**src/rtl/rsa_seq_if.sv**
```systemverilog
// Job/config and array-control bundle between a job source (master) and rsa_seq_ctrl (slave).
// RSA_SEQ_ABORT_EN adds the abort request and the aborted status pulse.
interface rsa_seq_if #(
  parameter int X   = 4,
  parameter int Y   = 4,
  parameter int K_W = 8
);
  logic             start;
  logic [1:0]       cfg_pe_mode;
  logic [K_W-1:0]   cfg_k;
  logic [1:0]       cfg_m_add;
  logic             busy;
  logic             done;
  logic [1:0]       PE_mode;
  logic [Y-1:0]     new_cal_en;
  logic [Y-1:0]     new_cal_done;
  logic [2*X-1:0]   M_adder_mode;
  logic             b_rd_en;
  logic [K_W-1:0]   b_rd_idx;
`ifdef RSA_SEQ_ABORT_EN
  logic             abort;
  logic             aborted;

  modport master (
    output start, cfg_pe_mode, cfg_k, cfg_m_add, abort,
    input  busy, done, PE_mode, new_cal_en, new_cal_done, M_adder_mode,
           b_rd_en, b_rd_idx, aborted
  );
  modport slave (
    input  start, cfg_pe_mode, cfg_k, cfg_m_add, abort,
    output busy, done, PE_mode, new_cal_en, new_cal_done, M_adder_mode,
           b_rd_en, b_rd_idx, aborted
  );
`else
  modport master (
    output start, cfg_pe_mode, cfg_k, cfg_m_add,
    input  busy, done, PE_mode, new_cal_en, new_cal_done, M_adder_mode,
           b_rd_en, b_rd_idx
  );
  modport slave (
    input  start, cfg_pe_mode, cfg_k, cfg_m_add,
    output busy, done, PE_mode, new_cal_en, new_cal_done, M_adder_mode,
           b_rd_en, b_rd_idx
  );
`endif
endinterface

```
**src/rtl/rsa_seq_ctrl.sv**
```systemverilog
// Job sequencer for the XxY systolic PE array: skewed column enables, operand reads, drain, done.
// Define RSA_SEQ_ABORT_EN to add the abort input / aborted pulse.
//
//   state   | meaning
//   S_IDLE  | waiting for start; cfg captured on the accepting edge
//   S_LOAD  | one cycle; K==0 jobs skip straight to S_DONE
//   S_FEED  | t = 0..K+Y-2, skewed per-column enables and operand reads
//   S_DRAIN | DRAIN_CYC cycles for array and adder pipelines to empty
//   S_DONE  | one-cycle done pulse
module rsa_seq_ctrl #(
  parameter int X       = 4,
  parameter int Y       = 4,
  parameter int K_W     = 8,
  parameter int ADD_LAT = 1
) (
  input  logic       clk,
  input  logic       sys_rst,
  rsa_seq_if.slave   bus
);
  localparam int DRAIN_CYC = X + Y + ADD_LAT;
  localparam int TW        = K_W + 1;
  localparam int DW        = $clog2(DRAIN_CYC + 1);

  typedef enum logic [2:0] {S_IDLE, S_LOAD, S_FEED, S_DRAIN, S_DONE} state_t;

  state_t         state_q, state_d;
  logic [TW-1:0]  t_q, t_d;
  logic [DW-1:0]  drain_q, drain_d;
  logic [K_W-1:0] k_q;
  logic [1:0]     pe_mode_q;
  logic [1:0]     m_add_q;
  logic           accept;
  logic           abort_req;
  logic [TW-1:0]  k_ext;
  logic [TW-1:0]  feed_last;
  logic           feeding;
  logic [Y-1:0]   cal_en;
  logic [Y-1:0]   cal_done;

  assign accept    = (state_q == S_IDLE) && bus.start;
  assign k_ext     = {1'b0, k_q};
  assign feed_last = k_ext + TW'(Y - 2);
  assign feeding   = (state_q == S_FEED);

`ifdef RSA_SEQ_ABORT_EN
  logic aborted_q;

  assign abort_req = bus.abort && (state_q inside {S_LOAD, S_FEED, S_DRAIN});

  always_ff @(posedge clk or negedge sys_rst) begin
    if (!sys_rst) aborted_q <= 1'b0;
    else          aborted_q <= abort_req;
  end

  assign bus.aborted = aborted_q;
`else
  assign abort_req = 1'b0;
`endif

  always_ff @(posedge clk or negedge sys_rst) begin
    if (!sys_rst) begin
      state_q   <= S_IDLE;
      t_q       <= '0;
      drain_q   <= '0;
      k_q       <= '0;
      pe_mode_q <= '0;
      m_add_q   <= '0;
    end else begin
      state_q <= state_d;
      t_q     <= t_d;
      drain_q <= drain_d;
      if (accept) begin
        k_q       <= bus.cfg_k;
        pe_mode_q <= bus.cfg_pe_mode;
        m_add_q   <= bus.cfg_m_add;
      end
    end
  end

  always_comb begin
    state_d = state_q;
    t_d     = '0;
    drain_d = '0;
    unique case (state_q)
      S_IDLE:  if (bus.start) state_d = S_LOAD;
      S_LOAD:  state_d = (k_q == '0) ? S_DONE : S_FEED;
      S_FEED: begin
        if (t_q == feed_last) begin
          state_d = S_DRAIN;
          drain_d = DW'(DRAIN_CYC - 1);
        end else begin
          t_d = t_q + TW'(1);
        end
      end
      S_DRAIN: begin
        if (drain_q == '0) state_d = S_DONE;
        else               drain_d = drain_q - DW'(1);
      end
      S_DONE:  state_d = S_IDLE;
      default: state_d = S_IDLE;
    endcase
    if (abort_req) begin
      state_d = S_IDLE;
      t_d     = '0;
      drain_d = '0;
    end
  end

  // Column p sees logical step t-j, j being its distance from the feeding edge.
  for (genvar p = 0; p < Y; p++) begin : g_col
    logic [TW-1:0] j;
    logic [TW-1:0] diff;
    assign j           = pe_mode_q[0] ? TW'(Y - 1 - p) : TW'(p);
    assign diff        = t_q - j;
    assign cal_en[p]   = feeding && (t_q >= j) && (diff < k_ext);
    assign cal_done[p] = feeding && (t_q >= j) && (diff == k_ext - TW'(1));
  end

  assign bus.busy         = state_q inside {S_LOAD, S_FEED, S_DRAIN};
  assign bus.done         = (state_q == S_DONE);
  assign bus.PE_mode      = pe_mode_q;
  assign bus.new_cal_en   = cal_en;
  assign bus.new_cal_done = cal_done;
  assign bus.M_adder_mode = (state_q inside {S_FEED, S_DRAIN}) ? {X{m_add_q}} : '0;
  assign bus.b_rd_en      = feeding && (t_q < k_ext);
  assign bus.b_rd_idx     = bus.b_rd_en ? t_q[K_W-1:0] : '0;
endmodule

```
**src/flat_wrapper.sv**
```systemverilog
// flat-port wrapper written by rule: the top's interface ports become plain ports
module rsa_seq_ctrl_flat 
#(
  parameter int X       = 4,
  parameter int Y       = 4,
  parameter int K_W     = 8,
  parameter int ADD_LAT = 1
)
  (clk, sys_rst, bus_start, bus_cfg_pe_mode, bus_cfg_k, bus_cfg_m_add, bus_busy, bus_done, bus_PE_mode, bus_new_cal_en, bus_new_cal_done, bus_M_adder_mode, bus_b_rd_en, bus_b_rd_idx);
  rsa_seq_if #(.X(X), .Y(Y), .K_W(K_W)) bus_i ();
  input  logic clk;
  input  logic sys_rst;
  input wire logic [$bits(bus_i.start)-1:0] bus_start;
  input wire logic [$bits(bus_i.cfg_pe_mode)-1:0] bus_cfg_pe_mode;
  input wire logic [$bits(bus_i.cfg_k)-1:0] bus_cfg_k;
  input wire logic [$bits(bus_i.cfg_m_add)-1:0] bus_cfg_m_add;
  output wire logic [$bits(bus_i.busy)-1:0] bus_busy;
  output wire logic [$bits(bus_i.done)-1:0] bus_done;
  output wire logic [$bits(bus_i.PE_mode)-1:0] bus_PE_mode;
  output wire logic [$bits(bus_i.new_cal_en)-1:0] bus_new_cal_en;
  output wire logic [$bits(bus_i.new_cal_done)-1:0] bus_new_cal_done;
  output wire logic [$bits(bus_i.M_adder_mode)-1:0] bus_M_adder_mode;
  output wire logic [$bits(bus_i.b_rd_en)-1:0] bus_b_rd_en;
  output wire logic [$bits(bus_i.b_rd_idx)-1:0] bus_b_rd_idx;
  assign bus_i.start = bus_start;
  assign bus_i.cfg_pe_mode = bus_cfg_pe_mode;
  assign bus_i.cfg_k = bus_cfg_k;
  assign bus_i.cfg_m_add = bus_cfg_m_add;
  assign bus_busy = bus_i.busy;
  assign bus_done = bus_i.done;
  assign bus_PE_mode = bus_i.PE_mode;
  assign bus_new_cal_en = bus_i.new_cal_en;
  assign bus_new_cal_done = bus_i.new_cal_done;
  assign bus_M_adder_mode = bus_i.M_adder_mode;
  assign bus_b_rd_en = bus_i.b_rd_en;
  assign bus_b_rd_idx = bus_i.b_rd_idx;
  rsa_seq_ctrl #(.X(X), .Y(Y), .K_W(K_W), .ADD_LAT(ADD_LAT)) u_core (.clk(clk), .sys_rst(sys_rst), .bus(bus_i));
endmodule
```
**config.mk**
```make
export PLATFORM = sky130hd
export DESIGN_NAME = rsa_seq_ctrl_flat
export DESIGN_NICKNAME = d
export VERILOG_FILES = /design/src/rtl/rsa_seq_if.sv /design/src/rtl/rsa_seq_ctrl.sv /design/src/flat_wrapper.sv
export SDC_FILE = /design/constraint.sdc
export NUM_CORES = 1
export LEC_CHECK = 0
export BUFFER_PORTS_ARGS = -buffer_cell sky130_fd_sc_hd__buf_4
export CORE_UTILIZATION = 54
export CTS_CLUSTER_DIAMETER = 150
export DETAILED_ROUTE_END_ITERATION = 7
export GPL_ROUTABILITY_DRIVEN = 0
export PLACE_DENSITY = 0.78
export SYNTH_ARGS = -nofsm -noshare
export SYNTH_HDL_FRONTEND = slang
export SYNTH_SLANG_ARGS = --single-unit
```
**constraint.sdc**
```tcl
create_clock -name clk -period 3.6 [get_ports clk]
set_input_delay 1.08 -clock clk [delete_from_list [all_inputs] [get_ports clk]]
set_output_delay 1.08 -clock clk [all_outputs]
set_load 0.03 [all_outputs]
```
==> impl_metrics.env <==
export IMPL_clock_sinks=28
export IMPL_maxCapViolations=0
export IMPL_synth_edf_count=0
export IMPL_finClkSkew_ns=0.00482
export IMPL_grt_pass1_vias=3959
export IMPL_wl_um=12000
export IMPL_critical_path_class="flip-flop to output port"
export IMPL_fin_crit_sh_pct=112
export IMPL_r2r_cells=9
export IMPL_die_area_sq_um=7270
export IMPL_diodes=0
export IMPL_io_pins=44
export IMPL_syn_inst=459
export IMPL_die_h_um=85.3
export IMPL_min_period_ns=4.04
export IMPL_start_kind="flip-flop"
export IMPL_cp_max_fo=5
export IMPL_crit_arrival_ns=2.96
export IMPL_crit_cells=12
export IMPL_start_util_pct=57.3
export IMPL_grt_pass1_wl_um=19100
export IMPL_cts_max_level=1
export IMPL_clk_latency_ns=0.28
export IMPL_finalHoldViolCount=0
export IMPL_path_clk_slew_ns=0.10
export IMPL_grt_max_degree=29
export IMPL_core_area_sq_um=6530
export IMPL_report_final_slew_viol_count=0
export IMPL_grt_use_total_pct=33.9
export IMPL_path_buf_inv=3
export IMPL_syn_cell_area_sq_um=3740
export IMPL_overflow=0
export IMPL_worst_hold_path_type="flip-flop to flip-flop"
export IMPL_grt_antenna_before_repair=0
export IMPL_setup_tns_final_ns=-2.38
export IMPL_drt_pass1_iterations=6
export IMPL_cts_tree="built"
export IMPL_maxSlewHeadroom_pct=54.9
export IMPL_cts_buffers=3
export IMPL_drc=0
export IMPL_tightest_slew_ns=0.672
export IMPL_placementRows=29
export IMPL_synth_warnings=0
export IMPL_timing_fmax_mhz=248
export IMPL_clock_path_buffers=2
export IMPL_netlist_top_cells_area="dfrtp_1 (19%), ha_1 (17%), xnor2_1 (11%)"
export IMPL_holdWs_ns=0.463
export IMPL_ys_types=55
export IMPL_synth_seq_area_share_pct=18.7
export IMPL_synthArstFlopShare_pct=100
export IMPL_final_common_cell="buf_4"
export IMPL_fin_ws_ns=-0.436
export IMPL_netlist_top_cell_by_area="dfrtp_1"
export IMPL_dp_hpwl_um=8920
export IMPL_viasPerCell=6.09
export IMPL_avgSynthCellArea_sq_um=8.15
export IMPL_areaGrowthSynthToFinish_pct=37.5
export IMPL_drt_initial_drc_count=273
export IMPL_crit_slowest_cell="fa_2"
export IMPL_violations="negative setup slack"
export IMPL_cp_slowest_stage_delay_ns=0.56
export IMPL_status="finished, violations left"
export IMPL_synth_top_area_share_pct=18.7
export IMPL_cp_required_ns=2.52
export IMPL_synth_seq_cells=28
export IMPL_antenna_left=0
export IMPL_wl_per_cell_um=18.9
export IMPL_drive_gt1_share_pct=37.0
export IMPL_cts_root_buf="clkbuf_8"
export IMPL_finalSetupViolations=8
export IMPL_synth_main_ff_cell="dfrtp_1"
export IMPL_crit_chain="inv_4 > ha_4 > inv_2 > fa_2 > ha_4 > nor2b_4 > o21a_1 > o21a_1 > o21ai_2 > a21oi_2 > nor4b_4 > buf_4"
export IMPL_holdPathStages=1
export IMPL_cts_hold_buf=0
export IMPL_vias=3876
export IMPL_rsz0062_at_grt="true"
export IMPL_port_buffers=43
export IMPL_end_kind="output port"
export IMPL_syn_nets=528
export IMPL_die_w_um=85.3
export IMPL_final_cell_mix="buf_4 (115), xnor2_1 (44), ha_1 (43)"
export IMPL_utilization_pct=78.8
export IMPL_nets=629
export IMPL_cp_top_family="adder cells"
[kinds of logic after synthesis]
| logic type | synth area share (%) |
|---|---|
| AO/OA/AOI/OAI | 13.3 |
| XOR/XNOR | 16.9 |
| adder cells (fa/ha/maj) | 18.9 |
| buffers and inverters | 6.32 |
| flip-flops | 18.7 |
| multiplexers | 1.74 |
| AND/OR/NAND/NOR | 24.2 |
[synth_stat cells, types with 2 or more instances]
library cell  instances
a21oi_1               8
a31oi_1               2
and2_1                6
buf_1                 3
buf_2                 3
buf_4                 8
clkbuf_1             14
dfrtp_1              28
fa_1                  4
ha_1                 50
inv_1                22
mux2_2                3
mux2i_1               2
nand2_1              31
nand2b_1             10
nand3_1              18
nand3b_1              3
nand4_1               7
nor2_1               38
nor2b_1               8
nor3_1               26
nor3b_1               2
nor4_1               10
nor4b_1               4
o211ai_1              2
o21a_1               16
o21ai_0              31
o32a_1                2
or2_2                 2
or3_1                 3
or4_1                 4
xnor2_1              47
xor2_1               20
[path summary, 6_finish.rpt]
check	startpoint	endpoint	slack, ns
worst max-delay path	u_core.t_q[0]	bus_new_cal_en[1]	-0.44
worst min-delay path	u_core.drain_q[0]	u_core.drain_q[0]	0.46
worst max register to register	u_core.k_q[2]	u_core.t_q[1]	0.91
worst min register to register	u_core.drain_q[0]	u_core.drain_q[0]	0.46
max in group asynchronous	sys_rst	u_core.k_q[2]	2.61
min in group asynchronous	sys_rst	u_core.t_q[5]	0.69
[metal layers]
layer  vias to the layer above  wire, um  GRT usage, %
met5                         -         0             0
met4                         0       575          18.9
met3                        50       700          3.11
met2                       174      6030          61.1
met1                      1852      4700          39.5
li1                       1800         -             -
[final cells by class]
| class | count | area [sq um] |
|---|---|---|
| clock buffers | 3 | 41.3 |
| clock inverters | 1 | 30.0 |
| flip-flops and latches | 28 | 703 |
| multi-input cells | 379 | 3200 |
| repair buffers | 125 | 980 |
| fillers | 445 | 1390 |
| well taps | 77 | 96.3 |
| inverters | 23 | 91.3 |
[through the flow]
step           cells  area (sq um)  setup WS (ns)
6_report         636          5150         -0.436
5_1_grt          636          5150         -0.533
4_1_cts          634          5020         -0.463
3_5_place_dp     621          4700         -0.277
3_3_place_gp     621          4700         -0.177
2_1_floorplan    459          3890         -0.229
[flip-flops by register name, summed over array words and instances, names as in the netlist]
signal              cells
u_core.k_q              8
u_core.m_add_q          2
u_core.state_q          3
u_core.drain_q          4
u_core.t_q              9
u_core.bus.PE_mode      2
[repair_timing]
item | in CTS | in global routing
pin swaps | 17 | 27
gates resized for setup | 52 | 29
buffers inserted | 9 | 3
setup endpoints to repair | 14 | 17
Power is left out: the tool's default activity adds up to more than one toggle a clock period on the data nets, which glitch-free logic cannot reach.
